**src/rtl/wb_tracker.sv**
```systemverilog
// wb_tracker: in-flight result tracker with in-order writeback and
// youngest-first operand forwarding for the execute stage. Each slot waits
// either on a fixed unit latency or on an external completion pulse.
module wb_tracker #(
  parameter int DEPTH = 4,
  parameter int NUNIT = 4,
  parameter int LAT_W = 6,
  parameter int XLEN  = 32,
  localparam int UW   = (NUNIT > 1) ? $clog2(NUNIT) : 1
) (
  input  logic                  clk,
  input  logic                  rst,
  input  logic                  issue_valid,
  output logic                  issue_ready,
  input  logic                  issue_wr,
  input  logic                  issue_fmode,
  input  logic [4:0]            issue_rd,
  input  logic                  issue_ext,
  input  logic [LAT_W-1:0]      issue_lat,
  input  logic [UW-1:0]         issue_unit,
  input  logic [XLEN-1:0]       issue_data,
  input  logic [NUNIT*XLEN-1:0] unit_data,
  input  logic                  ext_done,
  input  logic [XLEN-1:0]       ext_data,
  input  logic [1:0]            src_fmode,
  input  logic [9:0]            src_no,
  input  logic [2*XLEN-1:0]     src_rf,
  output logic [2*XLEN-1:0]     src_data,
  output logic                  hazard,
  output logic                  wb_valid,
  output logic                  wb_fmode,
  output logic [4:0]            wb_reg,
  output logic [XLEN-1:0]       wb_data,
  output logic                  done
);

  localparam int PW = $clog2(DEPTH);
  localparam logic [PW:0]      PTR_ONE = (PW+1)'(1);
  localparam logic [PW:0]      DEPTH_C = (PW+1)'(DEPTH);
  localparam logic [LAT_W-1:0] CNT_ONE = LAT_W'(1);

  // Pointers run free over PW+1 bits; the low PW bits index the slot array.
  logic [PW:0]      head_reg, tail_reg, count_reg, count_next;
  logic [PW-1:0]    head_idx, tail_idx;
  logic             issue_ready_reg;

  logic             slot_valid_reg [DEPTH];
  logic             slot_wr_reg    [DEPTH];
  logic             slot_fmode_reg [DEPTH];
  logic [4:0]       slot_rd_reg    [DEPTH];
  logic             slot_ext_reg   [DEPTH];
  logic [LAT_W-1:0] slot_cnt_reg   [DEPTH];
  logic [UW-1:0]    slot_unit_reg  [DEPTH];
  logic             slot_ready_reg [DEPTH];
  logic [XLEN-1:0]  slot_data_reg  [DEPTH];

  logic [XLEN-1:0]  unit_bus [NUNIT];
  logic [XLEN-1:0]  slot_byp [DEPTH];

  logic             issue_fire, retire_fire;
  logic             ext_hit;
  logic [PW-1:0]    ext_idx;
  logic [1:0]       port_haz;

  logic             wb_valid_reg, wb_fmode_reg, done_reg;
  logic [4:0]       wb_rd_reg;
  logic [XLEN-1:0]  wb_data_reg;

  assign head_idx    = head_reg[PW-1:0];
  assign tail_idx    = tail_reg[PW-1:0];
  assign issue_fire  = issue_valid && issue_ready_reg;
  assign retire_fire = slot_valid_reg[head_idx] && slot_ready_reg[head_idx];

  assign issue_ready = issue_ready_reg;
  assign wb_valid    = wb_valid_reg;
  assign wb_fmode    = wb_fmode_reg;
  assign wb_reg      = wb_rd_reg;
  assign wb_data     = wb_data_reg;
  assign done        = done_reg;

  genvar gi;

  // Unpack the flat unit result buses.
  for (gi = 0; gi < NUNIT; gi++) begin : g_unit
    assign unit_bus[gi] = unit_data[gi*XLEN +: XLEN];
  end

  // Each slot's selected unit bus, used for capture and same-cycle bypass.
  for (gi = 0; gi < DEPTH; gi++) begin : g_byp
    assign slot_byp[gi] = unit_bus[slot_unit_reg[gi]];
  end

  // Occupancy after this cycle's issue and retire.
  always_comb begin
    count_next = count_reg;
    if (issue_fire && !retire_fire)
      count_next = count_reg + PTR_ONE;
    else if (!issue_fire && retire_fire)
      count_next = count_reg - PTR_ONE;
  end

  // Oldest valid, still-pending external slot; scanned youngest to oldest so
  // the last hit is the oldest.
  always_comb begin : ext_scan
    logic [PW-1:0] idx;
    ext_hit = 1'b0;
    ext_idx = '0;
    idx     = '0;
    for (int k = DEPTH-1; k >= 0; k--) begin
      idx = head_idx + PW'(k);
      if (slot_valid_reg[idx] && slot_ext_reg[idx] && !slot_ready_reg[idx]) begin
        ext_hit = 1'b1;
        ext_idx = idx;
      end
    end
  end

  // Pointer, occupancy and registered issue_ready bookkeeping.
  always_ff @(posedge clk) begin
    if (rst) begin
      head_reg        <= '0;
      tail_reg        <= '0;
      count_reg       <= '0;
      issue_ready_reg <= 1'b1;
    end else begin
      if (issue_fire)  tail_reg <= tail_reg + PTR_ONE;
      if (retire_fire) head_reg <= head_reg + PTR_ONE;
      count_reg       <= count_next;
      issue_ready_reg <= (count_next < DEPTH_C);
    end
  end

  // Slot state: issue fill, latency countdown/capture, ext capture, retire pop.
  always_ff @(posedge clk) begin
    if (rst) begin
      for (int i = 0; i < DEPTH; i++) begin
        slot_valid_reg[i] <= 1'b0;
        slot_ready_reg[i] <= 1'b0;
        slot_cnt_reg[i]   <= '0;
      end
    end else begin
      for (int i = 0; i < DEPTH; i++) begin
        if (slot_valid_reg[i] && !slot_ext_reg[i] && slot_cnt_reg[i] != '0) begin
          slot_cnt_reg[i] <= slot_cnt_reg[i] - CNT_ONE;
          if (slot_cnt_reg[i] == CNT_ONE) begin
            slot_data_reg[i]  <= slot_byp[i];
            slot_ready_reg[i] <= 1'b1;
          end
        end
        if (ext_done && ext_hit && ext_idx == PW'(i)) begin
          slot_data_reg[i]  <= ext_data;
          slot_ready_reg[i] <= 1'b1;
        end
        if (retire_fire && head_idx == PW'(i))
          slot_valid_reg[i] <= 1'b0;
        // The tail slot is always empty when issue fires, so this cannot
        // collide with the updates above.
        if (issue_fire && tail_idx == PW'(i)) begin
          slot_valid_reg[i] <= 1'b1;
          slot_wr_reg[i]    <= issue_wr;
          slot_fmode_reg[i] <= issue_fmode;
          slot_rd_reg[i]    <= issue_rd;
          slot_ext_reg[i]   <= issue_ext;
          slot_unit_reg[i]  <= issue_unit;
          if (issue_ext) begin
            slot_ready_reg[i] <= 1'b0;
            slot_cnt_reg[i]   <= '0;
          end else if (issue_lat == '0) begin
            slot_ready_reg[i] <= 1'b1;
            slot_cnt_reg[i]   <= '0;
            slot_data_reg[i]  <= issue_data;
          end else begin
            slot_ready_reg[i] <= 1'b0;
            slot_cnt_reg[i]   <= issue_lat;
          end
        end
      end
    end
  end

  // Registered writeback of the retiring head slot.
  always_ff @(posedge clk) begin
    if (rst) begin
      wb_valid_reg <= 1'b0;
      done_reg     <= 1'b0;
      wb_fmode_reg <= 1'b0;
      wb_rd_reg    <= '0;
      wb_data_reg  <= '0;
    end else begin
      done_reg     <= retire_fire;
      wb_valid_reg <= retire_fire && slot_wr_reg[head_idx];
      if (retire_fire) begin
        wb_fmode_reg <= slot_fmode_reg[head_idx];
        wb_rd_reg    <= slot_rd_reg[head_idx];
        wb_data_reg  <= slot_data_reg[head_idx];
      end
    end
  end

  // Per read port: youngest in-flight producer, then writeback, then regfile.
  for (gi = 0; gi < 2; gi++) begin : g_port
    logic            fm;
    logic [4:0]      rn;
    logic [XLEN-1:0] rf;
    logic            hit;
    logic [PW-1:0]   hit_idx;
    logic            wb_hit;
    logic [XLEN-1:0] fwd_data;
    logic            haz;

    assign fm = src_fmode[gi];
    assign rn = src_no[gi*5 +: 5];
    assign rf = src_rf[gi*XLEN +: XLEN];

    // Scan oldest to youngest; the last match is the youngest producer.
    always_comb begin : match_scan
      logic [PW-1:0] idx;
      hit     = 1'b0;
      hit_idx = '0;
      idx     = '0;
      for (int k = 0; k < DEPTH; k++) begin
        idx = head_idx + PW'(k);
        if (slot_valid_reg[idx] && slot_wr_reg[idx] && slot_fmode_reg[idx] == fm &&
            slot_rd_reg[idx] == rn && (fm || rn != 5'd0)) begin
          hit     = 1'b1;
          hit_idx = idx;
        end
      end
    end

    assign wb_hit = wb_valid_reg && wb_fmode_reg == fm && wb_rd_reg == rn &&
                    (fm || rn != 5'd0);

    // Operand select; a pending youngest producer stalls rather than
    // falling back to an older copy.
    always_comb begin
      fwd_data = rf;
      haz      = 1'b0;
      if (hit) begin
        if (slot_ready_reg[hit_idx])
          fwd_data = slot_data_reg[hit_idx];
        else if (!slot_ext_reg[hit_idx] && slot_cnt_reg[hit_idx] == CNT_ONE)
          fwd_data = slot_byp[hit_idx];
        else
          haz = 1'b1;
      end else if (wb_hit) begin
        fwd_data = wb_data_reg;
      end
    end

    assign src_data[gi*XLEN +: XLEN] = fwd_data;
    assign port_haz[gi] = haz;
  end

  assign hazard = |port_haz;

endmodule

```
**config.mk**
```make
export PLATFORM = sky130hd
export DESIGN_NAME = wb_tracker
export DESIGN_NICKNAME = d
export VERILOG_FILES = /design/src/rtl/wb_tracker.sv
export SDC_FILE = /design/constraint.sdc
export NUM_CORES = 1
export LEC_CHECK = 0
export CAP_MARGIN = 25
export CELL_PAD_IN_SITES_DETAIL_PLACEMENT = 1
export CELL_PAD_IN_SITES_GLOBAL_PLACEMENT = 1
export CORE_MARGIN = 3
export CORE_UTILIZATION = 47
export DETAILED_ROUTE_END_ITERATION = 8
export PLACE_DENSITY_LB_ADDON = 0.1
export SKIP_CTS_REPAIR_TIMING = 1
export SYNTH_ARGS = -nofsm -noshare
export SYNTH_HDL_FRONTEND = slang
export SYNTH_SLANG_ARGS = --single-unit
```
**constraint.sdc**
```tcl
create_clock -name clk -period 12.4 [get_ports clk]
set_input_delay 1.86 -clock clk [delete_from_list [all_inputs] [get_ports clk]]
set_output_delay 1.86 -clock clk [all_outputs]
set_load 0.005 [all_outputs]
```
# Yosys cells after proc, flatten, opt, wreduce, memory -nomap -nowiden
# Memory sizes are Yosys's and may differ from the RTL's. A register that Yosys moved wholly into a read port is not among the register bits.
# Index checks and enable logic that the tools add are counted.
[op_classes]
reduce_logical = 110
n_bitwise = 58
addsub = 11
order_cmp = 7
n_mux = 274
eq_ne = 35
[ops]
columns = ["operator", "count"]
rows = [
  ["$mux W32", 28],
  ["$bmux W32 S2", 6],
  ["$mux W1", 177],
  ["$mux W6", 16],
  ["$mux W2", 42],
  ["$logic_and A1 B1 Y1", 70],
  ["$or A1 B1 Y1", 52],
  ["$eq A5 B5 Y1", 10],
  ["$eq A6 B1 Y1 const B", 6],
  ["$reduce_bool A6 Y1", 4],
  ["$sub A6 B1 Y6 const B", 4],
  ["$ge A3 B3 Y1 const B", 6],
  ["$not A2 Y3", 6],
  ["$mux W5", 3],
  ["$reduce_or A5 Y1", 3],
  ["$eq A2 B2 Y1 const B", 6],
  ["$logic_not A1 Y1", 12],
  ["$eq A1 B1 Y1", 10],
  ["$reduce_bool A5 Y1", 2],
  ["$add A3 B1 Y3 const B", 3],
  ["$reduce_or A1 Y1", 9],
  ["$reduce_or A2 Y1", 4],
  ["$eq A2 B1 Y1 const B", 3],
  ["$logic_not A2 Y1", 3],
  ["7 further kinds", 10],
]
[word_totals]
mem_bits_rw = 200
in_bits = 288
elab_cells = 512
memories = 9
reg_bits = 18
[mem_list]
columns = ["name", "words", "word_bits", "read_ports", "rd_clocked_by_memory_dff", "wr", "line_no", "rtl"]
rows = [
  ["slot_data_reg", 4, 32, 3, 1, 4, "55", "logic [XLEN-1:0] slot_data_reg [DEPTH];"],
  ["slot_cnt_reg", 4, 6, 6, 0, 4, "52", "logic [LAT_W-1:0] slot_cnt_reg [DEPTH];"],
  ["slot_rd_reg", 4, 5, 4, 1, 1, "50", "logic [4:0] slot_rd_reg [DEPTH];"],
  ["slot_unit_reg", 4, 2, 4, 0, 1, "53", "logic [UW-1:0] slot_unit_reg [DEPTH];"],
  ["slot_ext_reg", 4, 1, 10, 1, 1, "51", "logic slot_ext_reg [DEPTH];"],
  ["slot_fmode_reg", 4, 1, 4, 1, 1, "49", "logic slot_fmode_reg [DEPTH];"],
  ["3 more memories", "--", "--", "--", "--", "--", "--", ""],
]

# Logic depth before layout (Yosys ltp)
# Gate-level depths: netlist of the first run.
# An unclocked memory read counts as a cell.
[depth]
word_depth = 17
ltp_mapped = 22
mapped_depth_nobuf = 12

# Worst setup path before layout of the first run
# OpenSTA, ideal clock, no wires.
[synth_path]
kind = "reg2out"
from = "register head_reg[0]"
to = "output port src_data[10]"
required_time_ns = 10.540
path_stages_with_launch = 21
slack_ns = 5.504
t_arrival_ns = 5.036
path_cell_list = "dfxtp_1 > inv_1 > clkbuf_1 > clkbuf_1 > clkbuf_1 > clkbuf_1 > ha_1 > buf_2 > buf_2 > mux2i_1 > xnor2_1 > o22a_1 > or4_1 > clkbuf_1 > o21ai_1 > o2bb2ai_2 > mux2_1 > mux2i_4 > buf_2 > mux2i_1 > a221oi_1"
[synth_rtl]
columns = ["element", "line_no", "rtl"]
rows = [
  ["start, declared", "43", "logic [PW:0] head_reg, tail_reg, count_reg, count_next;"],
  ["start signal, assigned", "127", "if (retire_fire) head_reg <= head_reg + PTR_ONE;"],
  ["$add A2 B2 Y2 (*)", "222", "idx = head_idx + PW'(k);"],
  ["named net g_port[0].match_scan.idx[0]", "217", "logic [PW-1:0] idx;"],
  ["branches (longest 12 deep; another with $mem_v2 Z4 W6)", "--", ""],
  ["$mux W32 (*)", "239", "if (hit) begin"],
  ["end, declared", "28", "output logic [2*XLEN-1:0] src_data,"],
]
# Mark *: on every way through the listed nets, which the timed path passes. The select of a mux whose other input is x is not followed.

# Worst setup path in the final report of the first run
[layout_path]
from = "register head_reg[0]"
to = "output port src_data[55]"
[layout_between]
elab_chain_cells = 16
[layout_rtl]
columns = ["element", "line_no"]
rows = [
  ["branches (longest 15 deep; another with $mem_v2 Z4 W6)", "--"],
  ["$mux W32 (*)", "239"],
]
# Mark *: on every way between the ends. The select of a mux whose other input is x is not followed.

==> flow_summary.ini, run 1 <==
[outcome]
status = completed

[hold_path]
worst_hold_path.num_cells = 2
holdCritPathClass = reg2reg

[clock_network]
h_tree_levels = 2
cts_tree = yes
clock_path_buffers = 3
cts-buffers-inserted = 34
clk_root_buf = clkbuf_16
clock_insertion_delay_worst_skew_ns = 0.57
clock_sink_count = 250
clkTransAtPathRegs_ns = 0.06

[flow_run]
max_cap_viol_count = 0

[drt]
drt_drc_violations_left = 0
avgViaCountPerCell = 7.41
drt_first_iter_violations = 3576
drt-wirelength-per-cell_um = 34.1
finalWirelength_mm = 124
number_of_iterations_in_the_first_detailed_routing_pass = 6
detailroute.via_count = 27000
postRouteAntennaNets = 0

[synth]
synthesis.area_sq_mm = 0.0258
synth-edff-count = 200
synth-adder-area-share_pct = 1.17
netlist_instances = 2696
distinct_cell_type_count_after_synthesis = 68
syn_area_per_cell_sq_um = 9.55
seq_area_frac_synth_pct = 27.2
synth_flop_cell = edfxtp_1
dominant_combinational_cell_family_by_area_after_synthesis = multiplexers
post_synth_xor_area_fraction_pct = 2.69
async_reset_ff_share_pct = 0
warnings_from_yosys = 0
synthesis.nets = 3008
ys_ff_latch = 250
mux_contribution_to_synthesized_area_pct = 34.7
yosys.area_share.simple_pct = 12.8
synth_compound_gate_area_share_pct = 16.7

[placement]
place.gp.congestion = 0.951
place.port_buffers = 393
hpwl_mm = 80.4

[timing]
slew_headroom_pct = 23.0
slew_viol_final = 0
setup_repair_after_global_routing_missed_its_margin = no
timing_hold_violations_final = 0
layout_worst_path_cycle_share_pct = 84.9
setup_violations = 0
timing.hold.ws_ns = 0.485
setup_total_negative_slack_ns = 0
tightest_slew_ns = 1.15
clock_skew_ns = 0.0272
final_period_minus_worst_setup_slack_ns = 10.52
fmaxAchievable_mhz = 95.0

[floorplan]
core_area_sq_mm = 0.0540
floorplan.die.width_um = 240
fp.dieArea_sq_mm = 0.0576
initial_utilization_pct = 47.7
die-height_um = 240
io_pins = 394
floorplan.rows = 85

[power_and_ir_drop]
powerDensity_mw_per_mm2 = 102
worst_ir_drop_vdd_mv = 0.0944
total_leakage_power_nw = 10.3

[global_routing]
grt_max_degree = 113
grt_first_pass_wirelength_mm = 181
vias_in_the_first_global_route = 27600
globalRoute.totalOverflow = 0
number_of_antenna_violations_at_the_first_check_in_global_routing = 14
gr-usage-all-layers_pct = 41.9

[worst_setup_path]
slowest_stage = o221a_4
critPathRequiredTime_ns = 10.54
cp_cell_sequence = inv_6 > ha_1 > buf_4 > inv_1 > mux4_2 > nand3b_1 > or4_1 > a21oi_1 > o221a_4 > mux2_2 > mux2i_4 > buf_4 > a221oi_1 > o31ai_1 > clkdlybuf4s50_1
critical_path_start_type = register
setup.worst_path.end_class = primary output
worst_path_largest_cell_delay_ns = 0.95
worst-setup-path-type = reg2out
worst_path_fanout_max = 112
reg2reg_depth = 11
worstPathArrival_ns = 8.66
timing.critical_path.mode_cell = buf_4

[final_layout]
number_of_flip_flops_under_the_largest_register_name = 128
area_growth_pct = 21.7
drive_above_1_share_pct = 13.1
final_net_count = 3222
-- kinds of logic after synthesis --
logic type	count (synthesis)
adder cells (fa/ha/maj)	24
AND/OR/NAND/NOR	737
AO/OA/AOI/OAI	663
multiplexers	643
buffers and inverters	300
flip-flops	250
XOR/XNOR	79
-- synth_stat cells (47+ instances only) --
master / count / share of area [%]
a21oi_1: 181 / 3.5
a221oi_1: 64 / 2.2
a31oi_1: 49 / 1.2
buf_2: 47 / 0.91
clkbuf_1: 178 / 2.6
dfxtp_1: 50 / 3.9
edfxtp_1: 200 / 23
mux2i_1: 409 / 16
mux4_2: 192 / 17
nand2_1: 336 / 4.9
nand3_1: 72 / 1.4
nor2_1: 150 / 2.2
nor3_1: 58 / 1.1
o21ai_0: 137 / 2.7
o221ai_1: 67 / 2.3
o22ai_1: 58 / 1.4
xnor2_1: 62 / 2.1
-- worst max-delay path: cells and delay by family, from the launching register on --
family	cells	cell delay, ns
flops	1	0.74
simple gates	2	0.86
mux	3	1.51
buf+inv	5	2.14
fa+ha+maj	1	0.78
compound gates	4	1.84
-- routing by layer --
layer | vias to the layer above | track usage (%) | routed length [um]
met1 | 13500 | 55.2 | 47300
met3 | 445 | 11.1 | 15200
met2 | 2088 | 64.7 | 55100
li1 | 11000 | - | -
met4 | 8 | 19.6 | 6290
met5 | - | 0 | 49
-- worst paths after layout --
check / from / to / slack (ns)
worst max-delay path: head_reg[0] / src_data[55] / 1.88
worst min-delay path: wb_data[21] / wb_data[21] / 0.49
worst max register to register: head_reg[0] / slot_data_reg[0][26] / 6.95
worst min register to register: wb_data[21] / wb_data[21] / 0.49
-- power breakdown --
part	total, mW	internal, mW	switching, mW
Sequential	1.04	0.968	0.0725
Clock	1.05	0.628	0.427
Combinational	1.10	0.473	0.625
Total	3.19	2.07	1.12
-- cells in the final DEF, fill, tap and decap left out, types with 7 or more instances in the layout --
cell             netlist  final
a311o_1               14     14
mux2i_1              409    409
a32oi_1               16     16
nand2_1              336    327
o21ai_0              137    136
o21a_1                19     19
nor3_1                58     55
o22ai_1               58     58
edfxtp_1             200    200
dfxtp_1               50     48
o31ai_1               18     18
ha_1                  24     24
nor2_1               150    146
nand2b_1              19     19
nor4_1                 8      7
clkinv_2               0      7
diode_2                0      9
a21oi_1              181    180
and3_1                33     33
a211o_1               14     14
or3_1                 12     12
nand4_1               10     10
nand3_1               72     72
mux4_2               192    192
o221ai_1              67     64
clkdlybuf4s50_1        0    392
clkbuf_16              0     34
a31oi_1               49     49
xor2_1                17     17
inv_1                 30     29
a221oi_1              64     64
xnor2_1               62     62
mux2_2                38     38
buf_4                  2     51
-- stage by stage --
stage          total power, mW  util, %  cells  cell area, sq um  worst slack (ns)
5_1_grt                   3.30     58.0   3641             31300              1.73
6_report                  3.19     58.0   3641             31300              1.88
3_5_place_dp              2.11     55.7   3569             30100              2.56
3_3_place_gp              2.07     55.6   3567             30000              2.71
4_1_cts                   3.16     57.9   3631             31300              1.90
2_1_floorplan             1.66        -   2696             25800              5.50
-- area by class of cell --
type	instances	area, sq um
flip-flops and latches	250	7010
diodes	9	22.5
fillers	5910	22700
inverters	31	121
multi-input cells	2146	17700
clock buffers	43	935
clock inverters	19	253
well taps	696	871
repair buffers	447	4390
Power figures use the tool's default switching activity.
==> inputs of run 2 (changes only) <==
--- a/config.mk
+++ b/config.mk
@@ -9,7 +9,7 @@
 export CELL_PAD_IN_SITES_DETAIL_PLACEMENT = 1
 export CELL_PAD_IN_SITES_GLOBAL_PLACEMENT = 1
 export CORE_MARGIN = 3
-export CORE_UTILIZATION = 47
+export CORE_UTILIZATION = 43
 export DETAILED_ROUTE_END_ITERATION = 8
 export PLACE_DENSITY_LB_ADDON = 0.1
 export SKIP_CTS_REPAIR_TIMING = 1
==> constraint.sdc (replaced) <==
create_clock -name clk -period 9.7 [get_ports clk]
set_input_delay 1.455 -clock clk [delete_from_list [all_inputs] [get_ports clk]]
set_output_delay 1.455 -clock clk [all_outputs]
set_load 0.005 [all_outputs]
==> flow_summary.ini, run 2 (same netlist as run 1, synthesis figures left out) <==
[worst_setup_path]
worstPathArrival_ns = 7.11
critical_path_start_type = register
timing.critical_path.mode_cell = buf_4
timing.reg2reg.setup_slack_ns = 4.48
worst-path-buf-inv = 5
worst_path_largest_cell_delay_ns = 0.73
critPathTopFamily = buffers and inverters
critPathRequiredTime_ns = 8.25
critical_path.reg2reg.endpoint = slot_data_reg[1][22]
cp_cell_sequence = inv_4 > ha_1 > buf_16 > mux4_2 > xnor2_1 > nand4_1 > or4_1 > o21ai_1 > o2bb2ai_4 > buf_4 > mux2_1 > mux2i_4 > buf_4 > mux2i_1 > a221oi_1 > clkdlybuf4s50_1
reg2reg_depth = 12
worst_path_fanout_max = 73
slowest_stage = mux2i_4
setup.worst_path.end_class = primary output
rr_startpoint = head_reg[0]
worst-setup-path-type = reg2out

[final_layout]
final_area_sq_mm = 0.0314
final_net_count = 3229
drive_above_1_share_pct = 13.3
fillCellCount = 6526
area_growth_pct = 22.0
layout_common_cells = mux2i_1, clkdlybuf4s50_1, nand2_1
number_of_flip_flops_under_the_largest_register_name = 128
layout_commonest_cell = mux2i_1

[placement]
place.port_buffers = 393
postPlaceCellArea_sq_mm = 0.0302
hpwl_mm = 81.2
place.gp.congestion = 0.909

[floorplan]
io_pins = 394
core_area_sq_mm = 0.0591
floorplan.die.width_um = 251
initial_utilization_pct = 43.6
die-height_um = 251
fp.dieArea_sq_mm = 0.0629
floorplan.rows = 89

[drt]
number_of_iterations_in_the_first_detailed_routing_pass = 7
detailroute.via_count = 26500
drt-wirelength-per-cell_um = 33.1
finalWirelength_mm = 123
drt_first_iter_violations = 2950
drt_drc_violations_left = 0
postRouteAntennaNets = 0
avgViaCountPerCell = 7.09

[timing]
slew_headroom_pct = 24.6
clock_skew_ns = 0.0304
setup_total_negative_slack_ns = 0
final_period_minus_worst_setup_slack_ns = 8.56
setup_repair_after_global_routing_missed_its_margin = no
tightest_slew_ns = 1.13
layout_worst_path_cycle_share_pct = 88.3
fmaxAchievable_mhz = 117
setup_violations = 0
slew_viol_final = 0
timing_hold_violations_final = 0

[power_and_ir_drop]
cellInternalPower_mw = 2.61
power.share.switching_pct = 35.3
pwr-share-seq_pct = 32.8
total_leakage_power_nw = 10.2
worst_ir_drop_vdd_mv = 0.102
design_power_total_mw = 4.03
share_comb_of_total_power_pct = 34.5
power_frac_clock_pct = 32.7
net-switching-power_mw = 1.42
powerDensity_mw_per_mm2 = 128

[clock_network]
cts_tree = yes
h_tree_levels = 2
clk_root_buf = clkbuf_16
clock_sink_count = 250
cts-buffers-inserted = 34
clkTransAtPathRegs_ns = 0.06
clock_path_buffers = 3
clock_insertion_delay_worst_skew_ns = 0.57

[global_routing]
globalRoute.totalOverflow = 0
number_of_antenna_violations_at_the_first_check_in_global_routing = 18
grt_max_degree = 101
grt_first_pass_wirelength_mm = 181
gr-usage-all-layers_pct = 38.1
vias_in_the_first_global_route = 27300

[hold_path]
holdPathEnd = wb_data[27]
worst_hold_startpoint = wb_data[27]
worst_hold_path.num_cells = 2
holdCritPathClass = reg2reg

[outcome]
status = completed

[flow_run]
max_cap_viol_count = 0
-- run 2: cell types whose count changed in the layout (fill, tap and decap cells not counted), sizes merged, moves of 2 or more --
cell      delta
buf          +6
clkinv       +2
clkinvlp     +2
diode        +8
-- run 2: tightest hold or removal path: cells and delay by family, from the launching register on --
| kind | cells | cell delay, ns |
|---|---|---|
| simple gates | 1 | 0.06 |
| compound gates | 1 | 0.05 |
| flops | 1 | 0.33 |
-- run 2: cell type report --
cell class | count | area [sq um] | share of cell area [%]
sequential | 250 | 7010 | 22.3
clock buffer | 41 | 907 | 2.89
tap | 773 | 967 | 3.08
inverter | 31 | 119 | 0.378
clock inverter | 21 | 239 | 0.760
timing repair buffer | 454 | 4420 | 14.1
multi-input combinational | 2146 | 17700 | 56.4
antenna | 17 | 42.5 | 0.135
-- run 2: worst max-delay path by stage --
stage	to	from	cells past startpoint	slack, ns
2_1_floorplan	src_data[10]	head_reg[0]	20	3.21
3_3_place_gp	src_data[6]	head_reg[0]	15	1.49
3_5_place_dp	src_data[6]	head_reg[0]	15	1.41
4_1_cts	src_data[6]	head_reg[0]	15	0.77
5_1_grt	src_data[20]	head_reg[0]	16	0.90
6_report	src_data[15]	head_reg[0]	16	1.14
-- run 2: power by group through the flow --
stage	Combinational, mW	Clock (mW)	Sequential [mW]
6_report	1.39	1.32	1.32
5_1_grt	1.48	1.37	1.33
4_1_cts	1.36	1.32	1.32
3_5_place_dp	1.35	0	1.34
3_3_place_gp	1.31	0	1.33
2_1_floorplan	0.820	0	1.30
-- run 2: through the flow --
step / util [%] / hold slack, ns / setup slack (ns) / cells
detailed placement: 51.1 / 0.482 / 1.41 / 3652
finish: 53.1 / 0.493 / 1.14 / 3733
global route: 53.1 / 0.512 / 0.902 / 3732
global placement: 51.1 / 0.472 / 1.49 / 3651
floorplan: - / 0.465 / 3.21 / 2696
CTS: 53.0 / 0.490 / 0.768 / 3714
-- run 2: layer usage --
metal  wire, um  track usage, %
met5         18               0
met4       5670            18.3
met3      11700            7.17
met2      57400            61.6
met1      48700            49.6
==> inputs of run 3 (changes only) <==
--- a/config.mk
+++ b/config.mk
@@ -16,3 +16,4 @@
 export SYNTH_ARGS = -nofsm -noshare
 export SYNTH_HDL_FRONTEND = slang
 export SYNTH_SLANG_ARGS = --single-unit
+export TNS_END_PERCENT = 1
==> results of run 3 <==
Same layout as run 2: the final DEF is identical, and so are final timing and power.
